==> src/rtl/pmp_cmd_rx_pkg.sv <==
// rtl/pmp_cmd_rx_pkg.sv - shared constants and FSM encoding for the PMP command receiver
package pmp_cmd_rx_pkg;

  localparam logic [7:0] SYNC_BYTE_DEF = 8'hA5;

  localparam logic [7:0] REG_DECIM = 8'd0;
  localparam logic [7:0] REG_TRIG  = 8'd1;
  localparam logic [7:0] REG_POST  = 8'd2;
  localparam logic [7:0] REG_CTRL  = 8'd3;

  typedef enum logic [2:0] {
    ST_IDLE = 3'd0,
    ST_ADDR = 3'd1,
    ST_DHI  = 3'd2,
    ST_DLO  = 3'd3,
    ST_CHK  = 3'd4
  } state_t;

endpackage

==> src/rtl/pmp_sync_edge.sv <==
// rtl/pmp_sync_edge.sv - two-flop synchronizer with rising-edge detect on the synchronized level
module pmp_sync_edge #(
  parameter logic RST_VAL = 1'b1
) (
  input  logic clk,
  input  logic rst,
  input  logic d,
  output logic rise
);

  logic meta_q, meta_d;
  logic sync_q, sync_d;
  logic prev_q, prev_d;

  always_comb begin
    meta_d = d;
    sync_d = meta_q;
    prev_d = sync_q;
  end

  // All stages reset to the idle level so reset release never looks like an edge.
  always_ff @(posedge clk or posedge rst) begin
    if (rst) begin
      meta_q <= RST_VAL;
      sync_q <= RST_VAL;
      prev_q <= RST_VAL;
    end else begin
      meta_q <= meta_d;
      sync_q <= sync_d;
      prev_q <= prev_d;
    end
  end

  assign rise = sync_q & ~prev_q;

endmodule

==> src/rtl/pmp_cmd_rx.sv <==
// rtl/pmp_cmd_rx.sv - receives framed register writes from the PIC parallel port into the adc_dco domain
module pmp_cmd_rx
  import pmp_cmd_rx_pkg::*;
#(
  parameter logic [7:0]  SYNC_BYTE      = SYNC_BYTE_DEF,
  parameter int          TIMEOUT_CYCLES = 1024,
  parameter logic [15:0] DECIM_RST      = 16'hFFFF,
  parameter logic [15:0] POSTTRIG_RST   = 16'd4096
) (
  input  logic        adc_dco,
  input  logic        reset,
  input  logic [7:0]  pmd_in,
  input  logic        pmwrn,
  input  logic        pmcs2,
  output logic [15:0] decim_factor,
  output logic [7:0]  trig_level,
  output logic [15:0] posttrig_count,
  output logic        arm,
  output logic        force_trig,
  output logic        frame_ok,
  output logic [7:0]  err_cnt
);

  localparam int GW = $clog2(TIMEOUT_CYCLES + 1);

  logic          wr_rise;
  logic          accept;
  logic          err_event;
  logic [7:0]    chk_exp;

  logic          cs_meta_q, cs_meta_d, cs_sync_q, cs_sync_d;
  logic [7:0]    dat_meta_q, dat_meta_d, dat_sync_q, dat_sync_d;
  state_t        state_q, state_d;
  logic [GW-1:0] gap_q, gap_d;
  logic [7:0]    addr_q, addr_d, dhi_q, dhi_d, dlo_q, dlo_d;
  logic [15:0]   decim_q, decim_d, post_q, post_d;
  logic [7:0]    trig_q, trig_d, err_q, err_d;
  logic          arm_q, arm_d, force_q, force_d, fok_q, fok_d;

  pmp_sync_edge #(.RST_VAL(1'b1)) u_wr_sync (
    .clk  (adc_dco),
    .rst  (reset),
    .d    (pmwrn),
    .rise (wr_rise)
  );

  assign accept = wr_rise & cs_sync_q;

  always_comb begin
    cs_meta_d  = pmcs2;
    cs_sync_d  = cs_meta_q;
    dat_meta_d = pmd_in;
    dat_sync_d = dat_meta_q;
    state_d    = state_q;
    gap_d      = gap_q;
    addr_d     = addr_q;
    dhi_d      = dhi_q;
    dlo_d      = dlo_q;
    decim_d    = decim_q;
    trig_d     = trig_q;
    post_d     = post_q;
    arm_d      = arm_q;
    force_d    = 1'b0;
    fok_d      = 1'b0;
    err_d      = err_q;
    err_event  = 1'b0;
    chk_exp    = SYNC_BYTE ^ addr_q ^ dhi_q ^ dlo_q;

    // An accepted byte always restarts the gap count, so it beats a same-cycle timeout.
    if (accept) begin
      gap_d = '0;
      unique case (state_q)
        ST_IDLE: if (dat_sync_q == SYNC_BYTE) state_d = ST_ADDR;
        ST_ADDR: begin addr_d = dat_sync_q; state_d = ST_DHI; end
        ST_DHI:  begin dhi_d  = dat_sync_q; state_d = ST_DLO; end
        ST_DLO:  begin dlo_d  = dat_sync_q; state_d = ST_CHK; end
        ST_CHK: begin
          state_d = ST_IDLE;
          if (dat_sync_q == chk_exp && addr_q <= REG_CTRL) begin
            fok_d = 1'b1;
            unique case (addr_q)
              REG_DECIM: decim_d = {dhi_q, dlo_q};
              REG_TRIG:  trig_d  = dlo_q;
              REG_POST:  post_d  = {dhi_q, dlo_q};
              REG_CTRL: begin
                arm_d   = dlo_q[0];
                force_d = dlo_q[1];
              end
              default: ;
            endcase
          end else begin
            err_event = 1'b1;
          end
        end
        default: state_d = ST_IDLE;
      endcase
    end else if (state_q != ST_IDLE) begin
      if (gap_q == GW'(TIMEOUT_CYCLES - 1)) begin
        state_d   = ST_IDLE;
        gap_d     = '0;
        err_event = 1'b1;
      end else begin
        gap_d = gap_q + GW'(1);
      end
    end

    if (err_event && err_q != 8'hFF) err_d = err_q + 8'd1;
  end

  always_ff @(posedge adc_dco or posedge reset) begin
    if (reset) begin
      cs_meta_q  <= 1'b0;
      cs_sync_q  <= 1'b0;
      dat_meta_q <= 8'h00;
      dat_sync_q <= 8'h00;
      state_q    <= ST_IDLE;
      gap_q      <= '0;
      addr_q     <= 8'h00;
      dhi_q      <= 8'h00;
      dlo_q      <= 8'h00;
      decim_q    <= DECIM_RST;
      trig_q     <= 8'h00;
      post_q     <= POSTTRIG_RST;
      arm_q      <= 1'b0;
      force_q    <= 1'b0;
      fok_q      <= 1'b0;
      err_q      <= 8'h00;
    end else begin
      cs_meta_q  <= cs_meta_d;
      cs_sync_q  <= cs_sync_d;
      dat_meta_q <= dat_meta_d;
      dat_sync_q <= dat_sync_d;
      state_q    <= state_d;
      gap_q      <= gap_d;
      addr_q     <= addr_d;
      dhi_q      <= dhi_d;
      dlo_q      <= dlo_d;
      decim_q    <= decim_d;
      trig_q     <= trig_d;
      post_q     <= post_d;
      arm_q      <= arm_d;
      force_q    <= force_d;
      fok_q      <= fok_d;
      err_q      <= err_d;
    end
  end

  assign decim_factor   = decim_q;
  assign trig_level     = trig_q;
  assign posttrig_count = post_q;
  assign arm            = arm_q;
  assign force_trig     = force_q;
  assign frame_ok       = fok_q;
  assign err_cnt        = err_q;

endmodule

==> config.mk <==
export PLATFORM = sky130hd
export DESIGN_NAME = pmp_cmd_rx
export DESIGN_NICKNAME = d
export VERILOG_FILES = /design/src/rtl/pmp_cmd_rx_pkg.sv /design/src/rtl/pmp_sync_edge.sv /design/src/rtl/pmp_cmd_rx.sv
export SDC_FILE = /design/constraint.sdc
export NUM_CORES = 1
export LEC_CHECK = 0
export CAP_MARGIN = 20
export CORE_MARGIN = 5
export CORE_UTILIZATION = 44
export CTS_CLUSTER_DIAMETER = 30
export DETAILED_ROUTE_END_ITERATION = 8
export PLACE_DENSITY_LB_ADDON = 0.08
export SLEW_MARGIN = 20
export SYNTH_ARGS = -nofsm -noshare
export SYNTH_HDL_FRONTEND = slang
export SYNTH_HIERARCHICAL = 1
export SYNTH_SLANG_ARGS = --single-unit
==> constraint.sdc <==
create_clock -name adc_dco -period 5.1 [get_ports adc_dco]
set_input_delay 0.765 -clock adc_dco [delete_from_list [all_inputs] [get_ports adc_dco]]
set_output_delay 0.765 -clock adc_dco [all_outputs]
set_load 0.005 [all_outputs]
Word level (Yosys, flattened, before mapping):

Cells that the tools add are included.
Widths: inputs -> output; s select.

* memories: 0
* output and inout bits: 51
* word-level logic and storage cells: 75
* bits in latches: 0
* RAM bits: 0
* register bits: 110
* memory bits (read-only): 0

* multiplexer cells: 20
* reductions and logical operators: 15
* equality and inequality tests: 12
* multipliers: 0
* bitwise logic cells: 6
* add/subtract/negate cells: 2
* div/mod/pow operators: 0
* shift-type cells: 0
* magnitude comparators: 1

Operators with widths (number)
* $mux 11: 3
* $eq 8x2->1 const B: 2
* $reduce_and 4->1: 4
* $xor 8x8->8: 2
* $mux 1: 12
* $mux 3: 4
* $pmux 3 s4: 1
* $add 11x1->11 const B: 1
* $eq 11x10->1 const B: 1
* $add 8x1->8 const B: 1
* $eq 8x1->1 const B: 1
* $eq 8x8->1: 1
* $eq 8x8->1 const B: 1
* $le 8x2->1 const B: 1
* $logic_not 8->1: 1
* $ne 8x8->1 const B: 1
* $eq 3x2->1 const B: 2
* $reduce_and 2->1: 3
* $not 4->4: 1
* $reduce_bool 2->1: 2
* $eq 3x1->1 const B: 1
* $eq 3x3->1 const B: 1
* $logic_not 3->1: 1
* $ne 3x3->1 const B: 1
* 5 further kinds: 7

Longest topological paths before layout:

* word-level depth: 9
* mapped depth: 10
* gate-level depth less buffers: 7

By module:

The synthesis kept the hierarchy.

Modules (own cells, without submodules)
* pmp_cmd_rx: seq. area each 2698.8 um^2, instances 1, cells each 310, area each 4375.4 um^2
* pmp_sync_edge: seq. area each 78.8 um^2, instances 1, cells each 5, area each 96.3 um^2

Worst setup path after synthesis:

Ideal clock, no wire load.

* path kind: register to register
* start point: register addr_q[2]
* end point: register post_q[0] (netlist: posttrig_count[0])
* buffers on the path: 2
* slack: 2447 ps
* clock period less this slack: 2653 ps
* stages on the path, launching flop included: 9
* library setup time: 125 ps
* arrival time: 2529 ps
* cell sequence: dfrtp_1 -> or4_1 -> nor4_1 -> nand3_1 -> or3_1 -> buf_2 -> nor3b_2 -> buf_6 -> mux2_2

* cells in the longest elaborated chain, start to end: 6
* elaborated cells on any way between the ends: 8
* classes of those cells: order compare (1); eq/ne (2); bitwise (3); reduce/logical (2)

Ends and longest elaborated chain
* start: declaration: line pmp_cmd_rx.sv:35 `logic [7:0] addr_q, addr_d, dhi_q, dhi_d, dlo_q, dlo_d;`
* start signal: assignment: line pmp_cmd_rx.sv:135 `addr_q <= addr_d;`
* branches (longest 5 deep; another with $le 8x2->1)
* $reduce_and 4->1 (no line) (*)
* end signal: assignment: line pmp_cmd_rx.sv:140 `post_q <= post_d;`
* end: declaration: line pmp_cmd_rx.sv:36 `logic [15:0] decim_q, decim_d, post_q, post_d;`

Mark *: on every way between the ends.
A chain may end at the register's enable or synchronous reset.

Final worst setup path:

* start point: register addr_q[2]
* end point: register post_q[3] (netlist: posttrig_count[3])

Same word-level chain as after synthesis.

==> metrics.md <==
| Metric | Value |
|---|---|
| WHS Endpoint | dat_sync_q[0]$_DFF_PP0_ |
| Worst IR Drop VDD | 0.1466 mV |
| Worst path required time | 5.34 ns |
| Fin. Hold Viols | 0 |
| Worst EP arrival | 3.22 ns |
| Final setup viols | 0 |
| Post-CTS Hold Fix Bufs | 0 |
| Setup skew after layout | about 0.016 ns |
| Post_cts resized | 0 |
| Area post-placement | 5221 sq um |
| Power Density | 277.6 nW/um^2 |
| Hold path startpoint | dat_meta_q[0]$_DFF_PP0_ |
| Final worst slack | ~2.1 ns |
| Number of primary I/O pins | 63 |
| Register-to-register setup slack | 2.12 ns |
| Via count | between 2000 and 3000 |
| Gr ovfl total | 0 |
| Vias per cell | 5.027 |
| Syn avg cell area | 14.20 sq um |
| Finished Core Util | 0.5493 |
| Post-Route WL | 8322 um |
| Crit path max-delay cell type | nor3b_2 |
| Unique masters post-synth | 37 |
| Clock Tree Buf Depth | 2 |
| R2R Path End | posttrig_count[3]$_DFFE_PP0P_ |
| Slew HR | 0.3384 |
| Design area | 5419 sq um |
| Final min period | about 3 ns |
| Crit path max fanout | 11 |
| Core area | 9864 sq um |
| Synthesized net count | 329 |
| Synth warnings | 6 |
| Area Overhead vs Synth | 21.18% |
| Routed WL per cell | 15.94 um |
| Final max-slew violation count | 0 |
| Die width | around 110 um |
| Worst skew pair latency | around 0.36 ns |
| FP Rows | 36 |
| Crit share post-route | 0.5844 |
| Status | finished, final reports clean |
| R2R depth | 7 |
| Hold Path Depth | 0 |
| Unrepaired setup endpoints after global routing | no |
| CTS Sinks | 110 |
| Ant. Diodes | 0 |
| Max frequency | 335.5 MHz |
| Vias in the first global route | 2674 |
| DR pass1 iterations | 4 |
| Pin count of the biggest net entering global routing | 71 |
| Die Ht | 110.8 um |
| Max capacitance violation total | 0 |
| TritonCTS Buffers | 9 |
| Global route hottest layer | met1 |
| GRT Util Overall | 0.1394 |
| Worst R2R Start | addr_q[2]$_DFFE_PP0P_ |
| Root Driver | clkbuf_8 |
| Fillcell total | 828 |
| Pre-CTS setup slack | 2.107 ns |
| RD Place Congestion | between 0.7 and 0.8 |
| Crit path launch type | flip-flop |
| Synth Instances | 315 |
| H-tree depth | 3 |
| Crit Path Category | flip-flop to flip-flop |
| Starting density of the core | 0.4533 |
| Reg clk slew, reported paths | 0.10 ns |
| Residual DRC | 0 |
| Antenna violations before repair | 0 |
| CP cell instances | or4_1 > nor4_1 > nand3_1 > or3_1 > nor3b_2 > buf_4 > mux2_2 |
| #FFs+latches synth | 110 |
| CP max stage delay | 0.53 ns |
| M3 GR Usage | 0.03985 |
| Leakage | ~2.5 nW |
| Crit. End Element | flip-flop |
| CTS tree | yes |
| Die footprint | 12280 sq um |
| Cell Area, Synth | about 4500 sq um |
| Fraction of layout cells with a size suffix above 1 | 0.2828 |
| IO Port Bufs | 62 |
| Sequential-to-total area share from yosys stat | 0.6212 |
| Met2 GRT Util | 0.1990 |
| Post-route setup TNS | 0 ns |
| Met1 GRT Util | 0.2102 |
| Final ANT Viol Nets | 0 |
| Number of setup buffers added after CTS | 0 |
| Least-Margin Pin Slew | ~0.99 ns |
| # nets final | about 400 |
| Post-DP HPWL | 5784 um |
| DRT iter0 DRCs | 68 |
| Most frequent cells in the layout | dfrtp_1, clkdlybuf4s50_1, mux2_2 |
| Commonest non-fill, non-tap cell in the layout | dfrtp_1 |
| First-pass GRT wire length | between 10000 and 15000 um |
| Hold Path Class | flip-flop to flip-flop |
[cell usage after synthesis]
cell type / count / share of area
a22o_1: 2 / 0.0039
mux2_4: 10 / 0.034
nand4_1: 3 / 0.0042
o22a_1: 1 / 0.0020
nor3b_2: 2 / 0.0056
o21ba_2: 1 / 0.0022
mux2_2: 57 / 0.14
buf_12: 1 / 0.0045
xnor2_1: 21 / 0.041
dfrtp_1: 90 / 0.50
and3_1: 10 / 0.014
nand3b_1: 1 / 0.0017
nor3b_1: 1 / 0.0017
o21ai_0: 10 / 0.011
buf_2: 1 / 0.0011
nor3_1: 5 / 0.0056
or4_1: 1 / 0.0017
nand3_1: 8 / 0.0090
a31oi_1: 2 / 0.0028
a21o_1: 1 / 0.0017
ha_1: 2 / 0.0056
buf_6: 2 / 0.0050
nor2b_1: 1 / 0.0014
nor2_1: 13 / 0.011
dfstp_2: 20 / 0.12
a21oi_1: 3 / 0.0034
clkbuf_1: 2 / 0.0017
nor4bb_1: 2 / 0.0045
nor2b_4: 1 / 0.0031
nor4_1: 2 / 0.0028
and2_1: 4 / 0.0056
or3_1: 3 / 0.0042
inv_1: 3 / 0.0025
nand2b_1: 3 / 0.0042
xor2_1: 9 / 0.018
a41oi_1: 1 / 0.0020
nand2_1: 16 / 0.013
[worst max-delay path by stage]
stage                                               end  depth (start not counted)  slack, ns             startpoint
after floorplan                   addr_q[0]$_DFFE_PP0P_                          1       1.55                  reset
after global placement      decim_factor[7]$_DFFE_PP1P_                          6       2.19  addr_q[2]$_DFFE_PP0P_
after detailed placement  posttrig_count[0]$_DFFE_PP0P_                          7       2.11  addr_q[2]$_DFFE_PP0P_
after CTS                 posttrig_count[0]$_DFFE_PP0P_                          7       2.09  addr_q[2]$_DFFE_PP0P_
after global routing      posttrig_count[0]$_DFFE_PP0P_                          7       1.96  addr_q[2]$_DFFE_PP0P_
final                     posttrig_count[3]$_DFFE_PP0P_                          7       2.12  addr_q[2]$_DFFE_PP0P_
[critical path: cells and delay by family (launching register included)]
family                 cells  cell delay (ns)
DFF                        1             0.41
and+or+nand+nor            5             1.83
buffers and inverters      1             0.30
muxes                      1             0.35
[through the flow]
stage,total power [mW],hold slack (ns),cells
after global routing,1.584,0.3670,522
after CTS,1.524,0.3588,522
after global placement,1.002,0.3313,506
after detailed placement,1.003,0.3347,506
final,1.504,0.3562,522
after floorplan,0.9761,0.3312,315
[layer usage]
metal,routed length (um),part of all wire
met5,0,0
met4,56,0.0067
met3,387,0.047
met2,3505,0.42
met1,4372,0.53
[power breakdown]
part	switching [mW]	total (mW)	internal, mW
clock	0.291	0.520	0.229
combinational	0.0379	0.0713	0.0335
sequential	0.0201	0.913	0.893
total	0.349	1.50	1.16
[cells by family after synthesis]
kind of cell | share of synthesized area
multiplexers | 0.1771
XOR/XNOR | 0.05876
flip-flops | 0.6212
adder cells (fa/ha/maj) | 0.005595
AO/OA/AOI/OAI | 0.02910
buffers and inverters | 0.01483
AND/OR/NAND/NOR | 0.09345
[area by class of cell]
type | count | area, sq um | area share
Clock buffer | 9 | 123.9 | 0.02286
Clock inverter | 7 | 73.82 | 0.01362
Inverter | 3 | 13.76 | 0.002540
Multi-Input combinational cell | 196 | 1628 | 0.3004
Sequential cell | 110 | 2778 | 0.5126
Tap cell | 133 | 166.4 | 0.03071
Timing Repair Buffer | 64 | 635.6 | 0.1173
[registers in the layout, indices dropped and copies added, names as in the netlist]
signal,count
addr_q,8
arm,1
cs_meta_q,1
cs_sync_q,1
dat_meta_q,8
dat_sync_q,8
decim_factor,16
dhi_q,8
dlo_q,8
err_cnt,8
force_trig,1
frame_ok,1
gap_q,11
posttrig_count,16
state_q,3
trig_level,8
u_wr_sync/meta_q,1
u_wr_sync/prev_d,1
u_wr_sync/prev_q,1
Note: power is estimated with default switching activity, not from simulation.
